`config.mk`:
```
export PLATFORM = sky130hd
export DESIGN_NAME = ft_fifo_arbiter
export DESIGN_NICKNAME = d
export VERILOG_FILES = /design/src/rtl/ft_fifo_arbiter.sv
export SDC_FILE = /design/constraint.sdc
export NUM_CORES = 1
export LEC_CHECK = 0
export CORE_MARGIN = 10
export CORE_UTILIZATION = 65
export DETAILED_ROUTE_END_ITERATION = 10
export DONT_BUFFER_PORTS = 1
export MAX_ROUTING_LAYER = met4
export PLACE_DENSITY = 0.83
export SLEW_MARGIN = 20
export SYNTH_ARGS = -nofsm -noshare
export SYNTH_HDL_FRONTEND = slang
export SYNTH_SLANG_ARGS = --single-unit
```
`constraint.sdc`:
```
create_clock -name clk -period 5.8 [get_ports clk]
set_input_delay 0 -clock clk [delete_from_list [all_inputs] [get_ports clk]]
set_output_delay 0 -clock clk [all_outputs]
set_load 0.01 [all_outputs]
```
`src/rtl/ft_fifo_arbiter.sv`:
```
// ft_fifo_arbiter: FT2232H 245-sync FIFO bus scheduler sharing the half-duplex bus between RX and TX paths.
// Optional statistics counters (stats_clr, rx_words, tx_words) exist only when FT_ARB_STATS_EN is defined.
module ft_fifo_arbiter #(
  parameter int unsigned MAX_BURST   = 64,
  parameter int unsigned TURN_CYCLES = 1,
  parameter int unsigned STAT_W      = 32
) (
  input  logic              clk,
  input  logic              rst_n,
  input  logic              en,
  input  logic              rxf_n,
  input  logic              txe_n,
  input  logic              fa_full,
  input  logic              fb_empty,
`ifdef FT_ARB_STATS_EN
  input  logic              stats_clr,
  output logic [STAT_W-1:0] rx_words,
  output logic [STAT_W-1:0] tx_words,
`endif
  output logic              oe_n,
  output logic              rd_n,
  output logic              wr_n,
  output logic              data_oe,
  output logic              fa_wr,
  output logic              fb_rd,
  output logic              busy,
  output logic              dir_tx
);

  typedef enum logic [2:0] {S_IDLE, S_RX_OE, S_RX, S_TX_PRE, S_TX, S_TURN} state_t;

  localparam logic [16:0] MAX_B     = 17'(MAX_BURST);
  localparam logic [3:0]  TURN_LAST = 4'(TURN_CYCLES - 1);

  state_t      state_q, state_d;
  logic [15:0] cnt_q, cnt_d;
  logic [16:0] cnt_inc;
  logic [3:0]  turn_q, turn_d;
  logic        oe_n_q, oe_n_d, rd_n_q, rd_n_d, wr_n_q, wr_n_d;
  logic        data_oe_q, data_oe_d, fa_wr_q, fa_wr_d, fb_rd_q, fb_rd_d;
  logic        busy_q, busy_d, dir_tx_q, dir_tx_d;
  logic        rx_req, tx_req, grant_tx, rx_xfer, tx_xfer;

  assign rx_req   = !rxf_n && !fa_full;
  assign tx_req   = !txe_n && !fb_empty;
  assign grant_tx = tx_req && (!rx_req || !dir_tx_q);
  assign cnt_inc  = {1'b0, cnt_q} + 17'd1;
  assign rx_xfer  = (state_q == S_RX) && !rxf_n && !fa_full;
  // wr_n_q low in TX is the held-word flag: TX is left the same edge the word is consumed without a refill.
  assign tx_xfer  = (state_q == S_TX) && !wr_n_q && !txe_n;

  always_comb begin
    state_d   = state_q;
    cnt_d     = cnt_q;
    turn_d    = turn_q;
    dir_tx_d  = dir_tx_q;
    oe_n_d    = 1'b1;
    rd_n_d    = 1'b1;
    wr_n_d    = 1'b1;
    data_oe_d = 1'b0;
    fa_wr_d   = rx_xfer;
    fb_rd_d   = 1'b0;
    case (state_q)
      S_IDLE: begin
        if (en && (rx_req || tx_req)) begin
          dir_tx_d = grant_tx;
          cnt_d    = '0;
          if (grant_tx) begin
            state_d   = S_TX_PRE;
            data_oe_d = 1'b1;
            fb_rd_d   = 1'b1;
          end else begin
            state_d = S_RX_OE;
            oe_n_d  = 1'b0;
          end
        end
      end
      S_RX_OE: begin
        state_d = S_RX;
        oe_n_d  = 1'b0;
        rd_n_d  = 1'b0;
      end
      S_RX: begin
        if (rx_xfer) cnt_d = cnt_q + 16'd1;
        if (rxf_n || fa_full || (rx_xfer && (cnt_inc >= MAX_B))) begin
          state_d = S_TURN;
          turn_d  = TURN_LAST;
        end else begin
          oe_n_d = 1'b0;
          rd_n_d = 1'b0;
        end
      end
      S_TX_PRE: begin
        state_d   = S_TX;
        data_oe_d = 1'b1;
        wr_n_d    = 1'b0;
      end
      S_TX: begin
        data_oe_d = 1'b1;
        wr_n_d    = 1'b0;
        if (tx_xfer) begin
          cnt_d = cnt_q + 16'd1;
          if (!fb_empty && (cnt_inc < MAX_B)) begin
            fb_rd_d = 1'b1;
          end else begin
            state_d   = S_TURN;
            turn_d    = TURN_LAST;
            data_oe_d = 1'b0;
            wr_n_d    = 1'b1;
          end
        end
      end
      S_TURN: begin
        if (turn_q == '0) state_d = S_IDLE;
        else              turn_d  = turn_q - 4'd1;
      end
      default: state_d = S_IDLE;
    endcase
    busy_d = (state_d != S_IDLE);
  end

  always_ff @(posedge clk or negedge rst_n) begin
    if (!rst_n) begin
      state_q   <= S_IDLE;
      cnt_q     <= '0;
      turn_q    <= '0;
      oe_n_q    <= 1'b1;
      rd_n_q    <= 1'b1;
      wr_n_q    <= 1'b1;
      data_oe_q <= 1'b0;
      fa_wr_q   <= 1'b0;
      fb_rd_q   <= 1'b0;
      busy_q    <= 1'b0;
      dir_tx_q  <= 1'b1;
    end else begin
      state_q   <= state_d;
      cnt_q     <= cnt_d;
      turn_q    <= turn_d;
      oe_n_q    <= oe_n_d;
      rd_n_q    <= rd_n_d;
      wr_n_q    <= wr_n_d;
      data_oe_q <= data_oe_d;
      fa_wr_q   <= fa_wr_d;
      fb_rd_q   <= fb_rd_d;
      busy_q    <= busy_d;
      dir_tx_q  <= dir_tx_d;
    end
  end

  assign oe_n    = oe_n_q;
  assign rd_n    = rd_n_q;
  assign wr_n    = wr_n_q;
  assign data_oe = data_oe_q;
  assign fa_wr   = fa_wr_q;
  assign fb_rd   = fb_rd_q;
  assign busy    = busy_q;
  assign dir_tx  = dir_tx_q;

`ifdef FT_ARB_STATS_EN
  logic [STAT_W-1:0] rx_words_q, tx_words_q;

  always_ff @(posedge clk or negedge rst_n) begin
    if (!rst_n) begin
      rx_words_q <= '0;
      tx_words_q <= '0;
    end else if (stats_clr) begin
      rx_words_q <= '0;
      tx_words_q <= '0;
    end else begin
      if (rx_xfer) rx_words_q <= rx_words_q + 1'b1;
      if (tx_xfer) tx_words_q <= tx_words_q + 1'b1;
    end
  end

  assign rx_words = rx_words_q;
  assign tx_words = tx_words_q;
`endif

endmodule
```
## Word-level counts from Yosys, hierarchy flattened

Cells that the tools add are included.

- Multiplexer cells: 30
- Reduce and logical (&&, ||, !) cells: 29
- Magnitude comparators: 2
- Add/subtract/negate cells: 3
- Eq/ne operators: 11

Operator list:

| cell | number |
|---|---|
| 16-bit 2-to-1 mux | 3 |
| 16-bit one-hot mux with 3 select lines | 1 |
| 3-bit one-hot mux with 6 select lines | 1 |
| 16-bit by 1-bit adder with 17-bit output, second input constant | 1 |
| 17-bit by 7-bit greater-or-equal comparator with 1-bit output, second input constant | 1 |
| 17-bit by 7-bit < comparator with 1-bit output, second input constant | 1 |
| 16-bit by 1-bit adder with 16-bit output, second input constant | 1 |
| 4-bit 2-to-1 mux | 4 |
| 3-bit 2-to-1 mux | 5 |
| 4-bit one-hot mux with 3 select lines | 1 |
| 1-bit logical AND | 10 |
| 2-bit inequality test, second input constant | 5 |
| 1-bit 2-to-1 mux | 9 |
| 3-bit nonzero test | 3 |
| 1-bit logical NOT | 7 |
| 3-bit by 2-bit == test with 1-bit output, second input constant | 2 |
| 3-bit == test, second input constant | 2 |
| 1-bit one-hot mux with 2 select lines | 3 |
| 1-bit one-hot mux with 3 select lines | 2 |
| 5-bit AND reduction | 1 |
| 4-bit logical NOT | 1 |
| 1-bit logical OR | 4 |
| 4-bit AND reduction | 1 |
| 4-bit by 1-bit subtractor with 4-bit output, second input constant | 1 |
| 5 further kinds | 5 |

- Register bits after elaboration: 31
- Word-level logic and storage cells: 86
- Output and inout port bits: 8

## Depth between registers and ports, before layout

Gate-level depths: netlist of the first run.

- Depth in word-level cells: 9
- Depth in mapped cells: 7

## Worst setup path before layout of the first run

OpenSTA, ideal clock, no wires.

- Path type: reg2reg
- Start: reg cnt_q[0]
- End: reg oe_n_q, in the netlist oe_n
- Buffers on the path: 0
- Data arrival time: 2062 ps
- Cell stages (with the launch flop): 8
- Library setup time: 84 ps
- Setup slack: 3654 ps
- Path through: dfrtp_1 > ha_1 > and2_1 > nand4_2 > or4b_1 > a22oi_2 > nand4_2 > a221o_1

- Word-level cells in the longest chain between the ends: 6

RTL lines:

| element | line | text |
|---|---|---|
| start, declared | 36 | `logic [15:0] cnt_q, cnt_d;` |
| start signal, assigned | 137 | `cnt_q <= cnt_d;` |
| 16-bit by 1-bit adder with 17-bit output | 47 | `assign cnt_inc = {1'b0, cnt_q} + 17'd1;` |
| 17-bit by 7-bit greater-or-equal comparator with 1-bit output | 85 | `if (rxf_n \|\| fa_full \|\| (rx_xfer && (cnt_inc >= MAX_B))) begin` |
| 1-bit logical AND | 85 |  |
| 1-bit logical OR | 85 |  |
| 1-bit 2-to-1 mux | 85 |  |
| 1-bit one-hot mux with 3 select lines | 63 | `case (state_q)` |
| named net oe_n_d | 39 | `logic oe_n_q, oe_n_d, rd_n_q, rd_n_d, wr_n_q, wr_n_d;` |
| end signal, assigned | 139 | `oe_n_q <= oe_n_d;` |
| end, declared | 39 |  |

The timed path passes the listed nets, and every way through them passes these cells.
A chain may end at the register's enable or synchronous reset.

## Worst setup path after layout of the first run

- Start: reg cnt_q[0]
- End: reg fb_rd_q, in the netlist fb_rd

- Word-level cells in the longest chain between the ends: 6

RTL lines:

| element | line | text |
|---|---|---|
| 16-bit by 1-bit adder with 17-bit output | 47 |  |
| 17-bit by 7-bit < comparator with 1-bit output | 103 | `if (!fb_empty && (cnt_inc < MAX_B)) begin` |
| 1-bit logical AND | 103 |  |
| 1-bit 2-to-1 mux | 103 |  |
| 1-bit 2-to-1 mux | 101 | `if (tx_xfer) begin` |
| 1-bit one-hot mux with 2 select lines | 63 |  |
| named net fb_rd_d | 40 | `logic data_oe_q, data_oe_d, fa_wr_q, fa_wr_d, fb_rd_q, fb_rd_d;` |
| end signal, assigned | 144 | `fb_rd_q <= fb_rd_d;` |
| end, declared | 40 |  |

The timed path passes the listed nets, and every way through them passes these cells.

==> impl_metrics.json, run 1 <==
{
  "crit_chain": "ha_1, and2_1, nand4_2, or4b_1, a22oi_2, nand3_1, o31ai_1, dlygate4sd3_1",
  "clk_pin_slew_ps": 90,
  "hold_end": "oe_n$_DFF_PN1_",
  "die_w_microns": 73.9,
  "hold_violations": 0,
  "globalplace.congestion": 0.911,
  "outcome": "complete, no violations",
  "drive_above_1_share_pct": 10.2,
  "synth_area_sq_um": 1890,
  "slew_viol_final": 0,
  "ios": 15,
  "syn_to_final_growth_pct": 6.17,
  "clock_path_buffers": 2,
  "num_antenna_cells": 0,
  "via_per_inst": 6.75,
  "ys.flop_type": "dfrtp_1",
  "critical_path.max_fanout": 6,
  "syn_nets": 221,
  "grt_pass1_vias": 1573,
  "post_cts_resized": 0,
  "drc": 0,
  "grt.total_usage_pct": 16.8,
  "yosysSeqAreaShare_pct": 41.4,
  "cpMaxStageDelayCell": "dlygate4sd3_1",
  "critPathMaxStageDelay_ps": 590,
  "fin_crit_sh_pct": 49.5,
  "routed_wirelength_microns": 4120,
  "setup_tns_ps": 0,
  "dr.pass1.iters": 4,
  "synth_mux_area_share_pct": 1.59,
  "end_kind": "flop",
  "whs_path_depth": 3,
  "worstSetupStartpoint": "cnt_q[0]$_DFFE_PN0P_",
  "leakage_nw": 0.835,
  "cellPowerDensity_nw_per_um2": 429,
  "worst_r2r_endpoint": "fb_rd$_DFF_PN0_",
  "grt-ovfl-total": 0,
  "max_clock_freq_mhz": 349,
  "route.antenna.remaining_nets": 0,
  "root_buffer": "clkbuf_4",
  "ys_seq_elements": 31,
  "synth_top_area_share_pct": 35.8,
  "synth_edf_count": 0,
  "cts_tree": "built",
  "synth_compound_area_share_pct": 22.2,
  "worst_ep_arrival_time_ps": 3130,
  "clock_skew_ps": 10.9,
  "coreArea_sq_um": 2760,
  "path_buf_inv": 1,
  "htreeDepth": 2,
  "r2r_start": "cnt_q[0]$_DFFE_PN0P_",
  "grt_pass1_wl_microns": 7180,
  "layout.nets": 226,
  "setup_viol_count_final": 0,
  "synth_xor_area_share_pct": 0.928,
  "slew_headroom_pct": 52.7,
  "synth.area.top_cells": "dfrtp_1 (36%), o21ai_0 (6.1%), dfstp_2 (5.6%), nor2_1 (4.0%), nand2_1 (3.8%)",
  "yosys.area_share.simple_pct": 27.2,
  "grt_max_degree": 32,
  "cts_buffers": 5,
  "die_area_sq_um": 5460,
  "antenna_found_initial": 0,
  "cts_setup_buffers": 0,
  "max_cap_viol_count": 0,
  "drt-initial-drc-count": 157,
  "start_util_pct": 68.4,
  "synth_cell_types": 51,
  "min_period_ps": 2870,
  "min_from": "fa_full",
  "tightest_slew_ps": 709,
  "vias": 1667,
  "reg2reg_setup_slack_ps": 2930,
  "hpwl_microns": 2850,
  "wl_per_cell_microns": 16.7,
  "cp_top_family": "simple AND/OR/NAND/NOR gates",
  "critPathRequiredTime_ps": 6060,
  "hold_ws_ps": 23.2,
  "avgSynthCellArea_sq_um": 8.98,
  "crit_path_start_kind": "flop",
  "synth_top_family_by_area": "simple AND/OR/NAND/NOR gates",
  "cts.sinks": 31,
  "portBuffers": 0,
  "async_flop_share_pct": 100,
  "reg2reg_depth": 8,
  "synth_area_leader_cell": "dfrtp_1",
  "placementRows": 19,
  "ir_drop_v": 0.000380,
  "fp.dieH_microns": 73.9,
  "synth_fa_ha_area_share_pct": 2.65,
  "netlist_instances": 210,
  "clk_latency_ps": 320,
  "rsz0062_at_grt": "false",
  "crit_type": "flop to flop",
  "hold_class": "input port to flop",
  "synth-warning-count": 0,
  "fin_util_pct": 72.6
}
-- power breakdown --
part           internal, mW  switching, mW
sequential            0.292          0.102
combinational         0.151          0.199
clock                0.0482         0.0671
total                 0.491          0.368
-- worst register-to-register path: cells and delay by family (launching register included) --
family / cells / cell delay, ps
flops: 1 / 440
compound gates: 2 / 490
buf+inv: 1 / 590
fa+ha+maj: 1 / 250
simple gates: 4 / 1040
-- cells by family (layout without fill, tap and decap cells) --
group | after synthesis | count (layout)
buf+inv | 14 | 20
fa+ha+maj | 4 | 4
xor+xnor | 2 | 2
simple gates | 92 | 92
compound gates | 64 | 64
mux | 3 | 3
flops | 31 | 31
-- cell type report --
cell class              instances  area [sq um]
clock buffers                   8          48.8
fillers                       198           754
inverters                       4          15.0
multi-input cells             165          1030
flip-flops and latches         31           781
well taps                      31          38.8
repair buffers                  8          90.1
-- metrics by stage --
| step | power (mW) | instances | instance area, sq um | setup slack [ps] |
|---|---|---|---|---|
| finish | 0.859 | 247 | 2000 | 2930 |
| global route | 0.938 | 247 | 2000 | 2780 |
| CTS | 0.857 | 247 | 2000 | 2970 |
| detailed placement | 0.728 | 231 | 1860 | 3430 |
| global placement | 0.704 | 231 | 1860 | 3490 |
| floorplan | 0.657 | 210 | 1890 | 3650 |
-- per-layer routing --
layer	share of wire, %	track usage [%]
met1	43	19.9
met3	6.3	4.58
met4	2.5	9.32
met2	49	25.2
met5	0	-
-- Yosys cell counts (4+ instances only) --
cell type / count
nor2_1: 20
ha_1: 4
nor3_1: 4
clkbuf_1: 5
nand2_1: 19
nand4_1: 7
a21oi_1: 6
inv_1: 4
o21ai_0: 23
a31oi_1: 5
nand3_1: 5
dfrtp_1: 27
o31ai_1: 9
dfstp_2: 4
and3_1: 8
-- worst max-delay path by stage --
stage | slack (ps) | endpoint | depth (start not counted)
final | 2930 | fb_rd$_DFF_PN0_ | 8
after global placement | 3490 | oe_n$_DFF_PN1_ | 7
after CTS | 2970 | fb_rd$_DFF_PN0_ | 8
after global routing | 2780 | fb_rd$_DFF_PN0_ | 8
after floorplan | 3650 | oe_n$_DFF_PN1_ | 7
after detailed placement | 3430 | oe_n$_DFF_PN1_ | 7
-- cell usage in the layout (no fill, tap or decap), drive strengths merged, types with 5 or more instances in the layout --
| cell type | n |
|---|---|
| nor2 | 21 |
| o21ai | 25 |
| nand2 | 19 |
| dfrtp | 27 |
| a21oi | 6 |
| o31ai | 9 |
| nand3 | 5 |
| clkbuf | 8 |
| dlygate4sd3 | 7 |
| a31oi | 5 |
| and3 | 8 |
| nand4 | 9 |
-- flip-flops by register name (all words and copies together) (netlist names) --
signal / count
rd_n: 1
fb_rd: 1
data_oe: 1
state_q: 3
turn_q: 4
oe_n: 1
dir_tx: 1
busy: 1
fa_wr: 1
cnt_q: 16
wr_n: 1
-- timing repair --
item / CTS / global route
setup endpoints to repair: 0 / 0
hold buffers: 8 / 0
endpoints found under the hold margin: 39 / 0
(Power assumes the default switching activity.)
==> inputs of run 2 (changes only) <==
CORE_UTILIZATION = 63   (was 65)
PLACE_DENSITY = 0.81   (was 0.83)
clock period = 3 ns   (was 5.8 ns; I/O delays follow)
==> run 2 against run 1 <==
  * Clock power rose by 140%
  * Count of clock-buffer cells in the layout is the same
  * Non-clock buffer count is 1 higher
  * Sequential power increased by 93%
  * Fmax up 2.8%
  * Critical path depth stayed put
  * Setup slack lost 2700 ps
  * Wire length is 3.8% higher
  * Final area up 1.7%
  * Sequential cell count unchanged
==> impl_metrics.json, run 2 (synthesis gave the netlist of run 1 again) <==
{
  "min_period_ps": 2790,
  "slew_viol_final": 0,
  "dp_cells": 231,
  "ios": 15,
  "drc": 0,
  "reg_top3": "cnt_q: 16 flops, turn_q: 4 flops, state_q: 3 flops",
  "setup_viol_count_final": 0,
  "leakage_nw": 0.847,
  "layout.nets": 227,
  "pre_cts_ws_ps": 626,
  "drt-initial-drc-count": 188,
  "hold_class": "input port to flop",
  "cts.sinks": 31,
  "clk_latency_ps": 340,
  "start_util_pct": 67.3,
  "grt_pass1_wl_microns": 7070,
  "final_cell_mix": "dfrtp_1 (26), o21ai_0 (23), nor2_1 (20)",
  "clock_skew_ps": 5.20,
  "largest_register": "cnt_q",
  "vias": 1693,
  "num_antenna_cells": 0,
  "outcome": "complete, no violations",
  "drive_above_1_share_pct": 12.0,
  "cellPowerDensity_nw_per_um2": 845,
  "hpwl_microns": 2870,
  "dr.pass1.iters": 5,
  "grt_use_met3_pct": 3.15,
  "die_area_sq_um": 5580,
  "ir_drop_v": 0.000497,
  "via_per_inst": 6.83,
  "grt_max_degree": 32,
  "postLayoutCellArea_sq_um": 2040,
  "cts_tree": "built",
  "layout_setup_ws_ps": 210,
  "totalPowerFinal_mw": 1.72,
  "critPathRequiredTime_ps": 3280,
  "critical_path.max_fanout": 5,
  "syn_to_final_growth_pct": 7.96,
  "portBuffers": 0,
  "hold_violations": 0,
  "crit_type": "flop to flop",
  "setup_tns_ps": 0,
  "slew_headroom_pct": 54.7,
  "coreArea_sq_um": 2810,
  "use_met2_pct": 28.1,
  "largest_reg_flops": 16,
  "route.antenna.remaining_nets": 0,
  "hold_ws_ps": 35.2,
  "wl_per_cell_microns": 17.2,
  "globalplace.congestion": 0.890,
  "fin_crit_sh_pct": 93.0,
  "crit_path_start_kind": "flop",
  "tightest_slew_ps": 680,
  "die_w_microns": 74.7,
  "clock_path_buffers": 2,
  "placed_area_sq_um": 1860,
  "antenna_found_initial": 0,
  "grt_pass1_vias": 1573,
  "clk_pin_slew_ps": 90,
  "cts_setup_buffers": 0,
  "routed_wirelength_microns": 4270,
  "placementRows": 19,
  "layout_commonest_cell": "dfrtp_1",
  "htreeDepth": 2,
  "grt-ovfl-total": 0,
  "busiest_layer": "met2",
  "grt.total_usage_pct": 16.4,
  "max_cap_viol_count": 0,
  "root_buffer": "clkbuf_4",
  "max_clock_freq_mhz": 358,
  "fp.dieH_microns": 74.7,
  "use_met1_pct": 18.1,
  "cts_buffers": 5,
  "end_kind": "flop",
  "fin_util_pct": 72.6,
  "worst_ep_arrival_time_ps": 3070,
  "final_cell_count_no_fill": 248
}
==> run 2: cell types whose count changed in the layout (fill, tap and decap cells not counted) <==
cell / previous run / this run
dfrtp_1: 27 / 26
ha_2: 0 / 1
dlygate4sd3_1: 7 / 8
ha_1: 4 / 3
dfrtp_2: 0 / 1
clkbuf_8: 0 / 2
clkbuf_1: 3 / 1
==> run 2: area by class of cell <==
cell class	count	area, sq um
Fill cell	206	768
Tap cell	31	38.8
Multi-Input combinational cell	165	1030
Timing Repair Buffer	9	100
Inverter	4	15.0
Clock buffer	8	68.8
Sequential cell	31	782
==> run 2: power breakdown <==
group | total, mW | switching [mW] | leakage (nW) | internal [mW]
clock network | 0.278 | 0.141 | 0.0386 | 0.138
registers | 0.761 | 0.196 | 0.405 | 0.565
logic | 0.682 | 0.390 | 0.403 | 0.293
total | 1.72 | 0.726 | 0.847 | 0.996
==> run 2: path summary, 6_finish.rpt <==
kind                                       from                    to  slack [ps]  cells after the start
setup / recovery           cnt_q[1]$_DFFE_PN0P_       fb_rd$_DFF_PN0_         210                      8
hold / removal                          fa_full  state_q[1]$_DFF_PN0_          40                      4
setup reg to reg           cnt_q[1]$_DFFE_PN0P_       fb_rd$_DFF_PN0_         210                      8
hold reg to reg              dir_tx$_DFFE_PN1P_    dir_tx$_DFFE_PN1P_         520                      2
max in group asynchronous                 rst_n    dir_tx$_DFFE_PN1P_        2660                      2
min in group asynchronous                 rst_n       fb_rd$_DFF_PN0_          90                      2
==> run 2: worst max-delay path, stage by stage, from the launching register on <==
cell           delay [ps]
dfrtp_1               430
ha_2                  230
and2_1                180
nand4_2               150
or4b_1                520
a22oi_2               200
nand3_1               170
o31ai_1               290
dlygate4sd3_1         570
==> run 2: what timing repair did <==
action	in CTS	in global routing
endpoints found under the setup margin	0	1
resized for setup	0	2
hold endpoints to repair	40	0
hold buffers	9	0
==> run 2: per-layer routing <==
layer	part of all wire [%]	wire length, microns
met1	40	1720
met2	51	2170
met3	6.3	268
met4	2.6	112
met5	0	0
